**src/rtl/booth_mult_seq.sv**
```systemverilog
// Sequential radix-2 Booth signed multiplier, WIDTH x WIDTH -> 2*WIDTH.
// The add/sub unit sits outside this block. Each CALC cycle this block drives
// the unit's Op/x/y, then takes its sum and overflow back in the same cycle.
// One Booth step is done per clock. Start/Busy/Done form the handshake
// toward the control unit.
module booth_mult_seq #(
   parameter int WIDTH = 16,
   parameter int CNT_W = 5
) (
   input  logic             Clk,
   input  logic             Rst,
   input  logic             Start,
   input  logic [WIDTH-1:0] A_in,
   input  logic [WIDTH-1:0] B_in,
   output logic             Busy,
   output logic             Done,
   output logic [WIDTH-1:0] ProdHi,
   output logic [WIDTH-1:0] ProdLo,
   output logic             AddOp,
   output logic [WIDTH-1:0] AddX,
   output logic [WIDTH-1:0] AddY,
   input  logic [WIDTH-1:0] AddSum,
   input  logic             AddOV
);

   typedef enum logic [1:0] {
      S_IDLE = 2'd0,
      S_CALC = 2'd1,
      S_DONE = 2'd2
   } state_t;

   state_t           r_state;
   state_t           w_next_state;

   logic [WIDTH-1:0] r_a;       // accumulator (upper half of the product)
   logic [WIDTH-1:0] r_q;       // multiplier, shifts into the lower half
   logic             r_q1;      // Booth history bit Q_-1
   logic [WIDTH-1:0] r_m;       // multiplicand
   logic [CNT_W-1:0] r_cnt;     // Booth step index
   logic [WIDTH-1:0] r_prod_hi;
   logic [WIDTH-1:0] r_prod_lo;

   logic             w_load;
   logic             w_last;
   logic             w_sgn;
   logic [WIDTH-1:0] w_a_next;
   logic [WIDTH-1:0] w_q_next;

   // Start is honoured only outside CALC, so a request during a multiply is dropped.
   assign w_load = (r_state != S_CALC) && Start;
   assign w_last = (r_state == S_CALC) && (r_cnt == CNT_W'(WIDTH - 1));

   // The add/sub result is really WIDTH+1 bits wide. Its true sign is the sum MSB
   // corrected by overflow. Without this, M = most-negative would shift in the wrong bit.
   assign w_sgn    = AddSum[WIDTH-1] ^ AddOV;
   assign w_a_next = {w_sgn, AddSum[WIDTH-1:1]};
   assign w_q_next = {AddSum[0], r_q[WIDTH-1:1]};

   // State register.
   always_ff @(posedge Clk) begin
      // NOTE: clocked state always uses non-blocking assignments. Every register then
      // samples pre-edge values, whatever the order of the statements.
      if (Rst) r_state <= S_IDLE;
      else     r_state <= w_next_state;
   end

   // Next-state logic: IDLE/DONE wait for Start; CALC runs WIDTH steps.
   always_comb begin
      // NOTE: default first, so every path assigns the signal and no latch is inferred.
      w_next_state = r_state;
      unique case (r_state)
         S_IDLE:  if (Start) w_next_state = S_CALC;
         S_CALC:  if (w_last) w_next_state = S_DONE;
         S_DONE:  w_next_state = Start ? S_CALC : S_IDLE;
         default: w_next_state = S_IDLE;
      endcase
   end

   // Adder drive: select the Booth operation from {Q[0], Q_-1}; idle at zero outside CALC.
   always_comb begin
      AddOp = 1'b0;
      AddX  = '0;
      AddY  = '0;
      if (r_state == S_CALC) begin
         AddX = r_a;
         unique case ({r_q[0], r_q1})
            2'b01:   AddY = r_m;
            2'b10: begin
               AddOp = 1'b1;
               AddY  = r_m;
            end
            default: AddY = '0;
         endcase
      end
   end

   // Datapath: load operands, do one arithmetic shift per CALC cycle, capture the product on the final step.
   always_ff @(posedge Clk) begin
      if (Rst) begin
         r_a       <= '0;
         r_q       <= '0;
         r_q1      <= 1'b0;
         r_m       <= '0;
         r_cnt     <= '0;
         r_prod_hi <= '0;
         r_prod_lo <= '0;
      end else if (w_load) begin
         r_m   <= A_in;
         r_q   <= B_in;
         r_a   <= '0;
         r_q1  <= 1'b0;
         r_cnt <= '0;
      end else if (r_state == S_CALC) begin
         r_a   <= w_a_next;
         r_q   <= w_q_next;
         r_q1  <= r_q[0];
         r_cnt <= r_cnt + CNT_W'(1);
         if (w_last) begin
            r_prod_hi <= w_a_next;
            r_prod_lo <= w_q_next;
         end
      end
   end

   assign Busy   = (r_state == S_CALC);
   assign Done   = (r_state == S_DONE);
   assign ProdHi = r_prod_hi;
   assign ProdLo = r_prod_lo;

endmodule

```
**config.mk**
```make
export PLATFORM = sky130hd
export DESIGN_NAME = booth_mult_seq
export DESIGN_NICKNAME = d
export VERILOG_FILES = /design/src/rtl/booth_mult_seq.sv
export SDC_FILE = /design/constraint.sdc
export NUM_CORES = 1
export LEC_CHECK = 0
export ABC_AREA = 0
export CORE_ASPECT_RATIO = 1.75
export CORE_MARGIN = 2
export CORE_UTILIZATION = 49
export CTS_CLUSTER_DIAMETER = 150
export DETAILED_ROUTE_END_ITERATION = 8
export PLACE_DENSITY = 0.85
export SYNTH_ARGS = -nofsm -noshare
export SYNTH_HDL_FRONTEND = slang
export SYNTH_SLANG_ARGS = --single-unit
```
**constraint.sdc**
```tcl
create_clock -name Clk -period 3.6 [get_ports Clk]
set_input_delay 0.36 -clock Clk [delete_from_list [all_inputs] [get_ports Clk]]
set_output_delay 0.36 -clock Clk [all_outputs]
set_load 0.02 [all_outputs]
```
-- Word-level counts from Yosys, hierarchy flattened
Cells that the tools add are included.
- bits in registers: 88
- bits of input ports: 52
- logic and storage cells: 38
- add/sub/neg operators: 1
- eq/ne operators: 8
- mux-type cells: 11
- bitwise logic cells: 2
- reductions and logical operators: 8
- operators by type and width (cell ; number):
    $mux 16 ; 5
    $pmux 2 s3 ; 1
    $add 5x1->5 const B ; 1
    $eq 5x4->1 const B ; 1
    $eq 2x1->1 const B ; 2
    $eq 2x2->1 const B ; 2
    $mux 2 ; 2
    $ne 2x1->1 const B ; 2
    $reduce_or 2->1 ; 2
    $mux 1 ; 3
    $reduce_and 3->1 ; 1
    $logic_and 1x1->1 ; 2
    $logic_not 2->1 ; 1
    $ne 2x2->1 const B ; 1
    $reduce_and 2->1 ; 1
    $reduce_bool 2->1 ; 1
    $not 1->1 ; 1
    $xor 1x1->1 ; 1

-- Logic depth before layout (Yosys ltp)
- depth after elaboration: 4
- depth in mapped cells: 7

-- Worst setup path after synthesis
Ideal clock, no wire load.
- path type: flip-flop to output port
- start: register r_q1
- end: output port AddY[10]
- data arrival time: 1244 ps
- data required time: 3240 ps
- setup slack: 1996 ps
- cell stages (with the launch flop): 6
- path buffers: 1
- path through: dfxtp_1 inv_1 ha_1 nor2_2 clkbuf_1 and2_1
- word-level cells in the longest chain between the ends: 4
- elaborated cells on any way between the ends: 5
- classes of those cells: 2 x eq/ne; 2 x mux; 1 x reduce/logical
- RTL lines (element ; line ; source):
    start: declaration ; 37 ; logic r_q1;
    start signal: assignment ; 116 ; r_q1 <= r_q[0];
    $eq 2x2->1 / $eq 2x1->1 (equally long branches) ; 86 ; unique case ({r_q[0], r_q1})
    $reduce_or 2->1 (no line) (*) ; n/a ;
    $mux 16 (*) ; 86 ;
    $mux 16 (*) ; 84 ; if (r_state == S_CALC) begin
    end: declaration ; 21 ; output logic [WIDTH-1:0] AddY,
Every way passes the cells marked *; elsewhere a longest branch is shown, timed or not.

-- Worst setup path after layout
- start: register r_state[1]
- end: output port AddX[4]
- word-level cells in the longest chain between the ends: 2
- RTL lines (element ; line ; source):
    start: declaration ; 32 ; state_t r_state;
    start signal: assignment ; 64 ; else r_state <= w_next_state;
    $eq 2x1->1 ; 84 ;
    $mux 16 ; 84 ;
    end: declaration ; 20 ; output logic [WIDTH-1:0] AddX,
No other way between the ends.

==> impl_metrics.json <==
{
  "drive_above_1_share_pct": 5.34,
  "wl_um": 8630,
  "die_h_um": 115,
  "synth_top_family_by_area": "compound AO/OA/AOI/OAI gates",
  "grt_use_total_pct": 23.6,
  "slew_violations": 0,
  "clk_path_buf_depth": 2,
  "leakage_nw": 1.85,
  "cpMaxStageDelayCell": "inv_2",
  "drt_iter0_drc": 171,
  "antenna_found_initial": 0,
  "synth_fp_nets": 418,
  "synth_compound_area_share_pct": 20.4,
  "synth_top_area_share_pct": 50.8,
  "cts_root_buf": "clkbuf_16",
  "finalSetupViolations": 0,
  "timing.hold.ws_ns": 0.453,
  "cts.sinks": 88,
  "synthMuxAreaShare_pct": 4.61,
  "final_common_cell": "clkdlybuf4s50_1",
  "synth_area_um2": 3470,
  "postCtsSetupBuffers": 0,
  "core-area_um2": 6860,
  "fmax_mhz": 370,
  "ys_ff_latch": 88,
  "cp-start-kind": "flop",
  "overflow": 0,
  "slowest_delay_ns": 0.64,
  "ctsHoldBuffers": 0,
  "synth_flop_cell": "dfxtp_1",
  "cts_buffers": 9,
  "end_kind": "output pin",
  "final.setup_skew_ns": 0.00707,
  "ys_types": 31,
  "clkSlewWorstSetupHoldPaths_ns": 0.06,
  "die_w_um": 67.6,
  "ys_top_cells_by_area": "dfxtp_1, a22o_1, and2_1",
  "vdd_ir_drop_max_v": 0.000340,
  "numPortBuffers": 118,
  "crit_arrival_ns": 2.35,
  "yosysTopAreaCell": "dfxtp_1",
  "ys_warn_count": 0,
  "grt_pass1_wl_um": 13800,
  "path_class": "reg2out",
  "synthXorXnorAreaFrac_pct": 0.757,
  "first_pass_iters": 4,
  "grt_max_degree": 71,
  "clk-insertion-delay-late_ns": 0.33,
  "synth_edf_count": 0,
  "hpwlAfterDp_um": 5710,
  "slew_headroom_pct": 41.4,
  "ioPinCount": 119,
  "min_path_type": "reg2reg",
  "syn_area_per_cell_um2": 9.56,
  "netlist_instances": 363,
  "start_util_pct": 50.6,
  "synth-seq-area-share_pct": 50.8,
  "layout-area-overhead-vs-synth_pct": 40.0,
  "period_share_pct": 75.1,
  "routed-via-count": 2950,
  "grt_setup_unrepaired": "false",
  "outcome": "completed",
  "cts-htree-levels": 3,
  "crit_required_ns": 3.24,
  "diodes": 0,
  "fin_tns_setup_ns": 0,
  "ant_nets": 0,
  "power_density_nw_per_um2": 443,
  "final_nets": 518,
  "grt_pass1_vias": 2884,
  "drc": 0,
  "hold_viol": 0,
  "rows": 40,
  "worst_pin_slew_ns": 0.878,
  "avgRoutedWirePerCell_um": 15.6,
  "fin_crit_ns": 2.71,
  "fill_cells": 520,
  "maxCapViolations": 0,
  "fp.dieArea_um2": 7800,
  "gp_congestion": 0.805,
  "routed_via_density": 5.34,
  "synth_fa_ha_area_share_pct": 1.08,
  "async_flop_share_pct": 0,
  "final_cell_mix": "clkdlybuf4s50_1, dfxtp_1, a21oi_1",
  "worstPathMaxFanout": 59,
  "crit_chain": "nand2b_2 -> inv_2 -> and2_1 -> clkdlybuf4s50_1",
  "synthSimpleGateAreaFrac_pct": 16.0,
  "cts_tree": "done",
  "cts_resized": 0
}
==> worst max-delay path: cells and delay by family (launching register included) <==
family / cells / cell delay [ns]
buffers and inverters: 2 / 1.25
DFF: 1 / 0.31
and+or+nand+nor: 2 / 0.43
==> cell type report <==
cell class	instances	area (um2)	share of cell area (%)
clock inverters	7	62.6	1.29
multi-input cells	239	1490	30.7
inverters	4	15.0	0.309
flip-flops and latches	88	1760	36.3
clock buffers	9	225	4.64
well taps	84	105	2.16
repair buffers	121	1200	24.7
==> path summary, 6_finish.rpt <==
path / cells past startpoint / from / end / slack (ns)
hold / removal: 2 / r_a[9] / r_a[9] / 0.45
setup reg to reg: 6 / r_cnt[0] / ProdHi[10] / 1.42
setup / recovery: 4 / r_state[1] / AddX[4] / 0.89
hold reg to reg: 2 / r_a[9] / r_a[9] / 0.45
==> kinds of logic after synthesis <==
kind of cell               after synthesis
DFF                                     88
adders and majority gates                3
muxes                                   16
AOI/OAI and AO/OA                      105
and+or+nand+nor                        112
xor gates and xnor gates                 3
buffers and inverters                   36
==> through the flow <==
stage          cells  instance area (um2)  power [W]  setup slack (ns)  util [%]
2_1_floorplan    363                 3470    0.00119              2.00         -
3_3_place_gp     536                 4570    0.00127              1.29      66.7
3_5_place_dp     536                 4570    0.00128              1.26      66.7
4_1_cts          552                 4860    0.00216             0.890      70.9
5_1_grt          552                 4860    0.00223             0.774      70.9
6_report         552                 4860    0.00215             0.895      70.9
==> where the power goes <==
part           switching (W)  internal [W]  total, W  leakage, nW
Clock               0.000364      0.000531  0.000894        0.145
Sequential         0.0000246       0.00101   0.00104        0.717
Combinational       0.000117      0.000103  0.000220        0.985
Total               0.000505       0.00165   0.00215         1.85
==> Yosys cell counts (2+ instances only) <==
master / instances
and2_1: 33
a22o_1: 31
nand2_1: 34
buf_2: 11
buf_4: 5
nand3_1: 17
dfxtp_1: 88
clkbuf_1: 8
buf_6: 7
mux2i_1: 16
o21ai_0: 17
ha_1: 3
nor2_1: 21
inv_1: 3
a21oi_1: 35
a211oi_1: 18
xnor2_1: 2
==> flip-flops by register name, summed over array words and instances (netlist names) <==
register  cells
r_m          16
r_q          16
ProdHi       16
ProdLo       16
r_cnt         5
r_state       2
r_a          16
r_q1          1
==> per-layer routing <==
metal / vias up / wire (um) / track usage (%)
met5: - / 0 / 0
met2: 82 / 4650 / 41.0
li1: 1472 / - / -
met1: 1385 / 3410 / 27.3
met3: 11 / 422 / 4.50
met4: 0 / 149 / 10.2
Note: power is estimated with default switching activity, not from simulation.
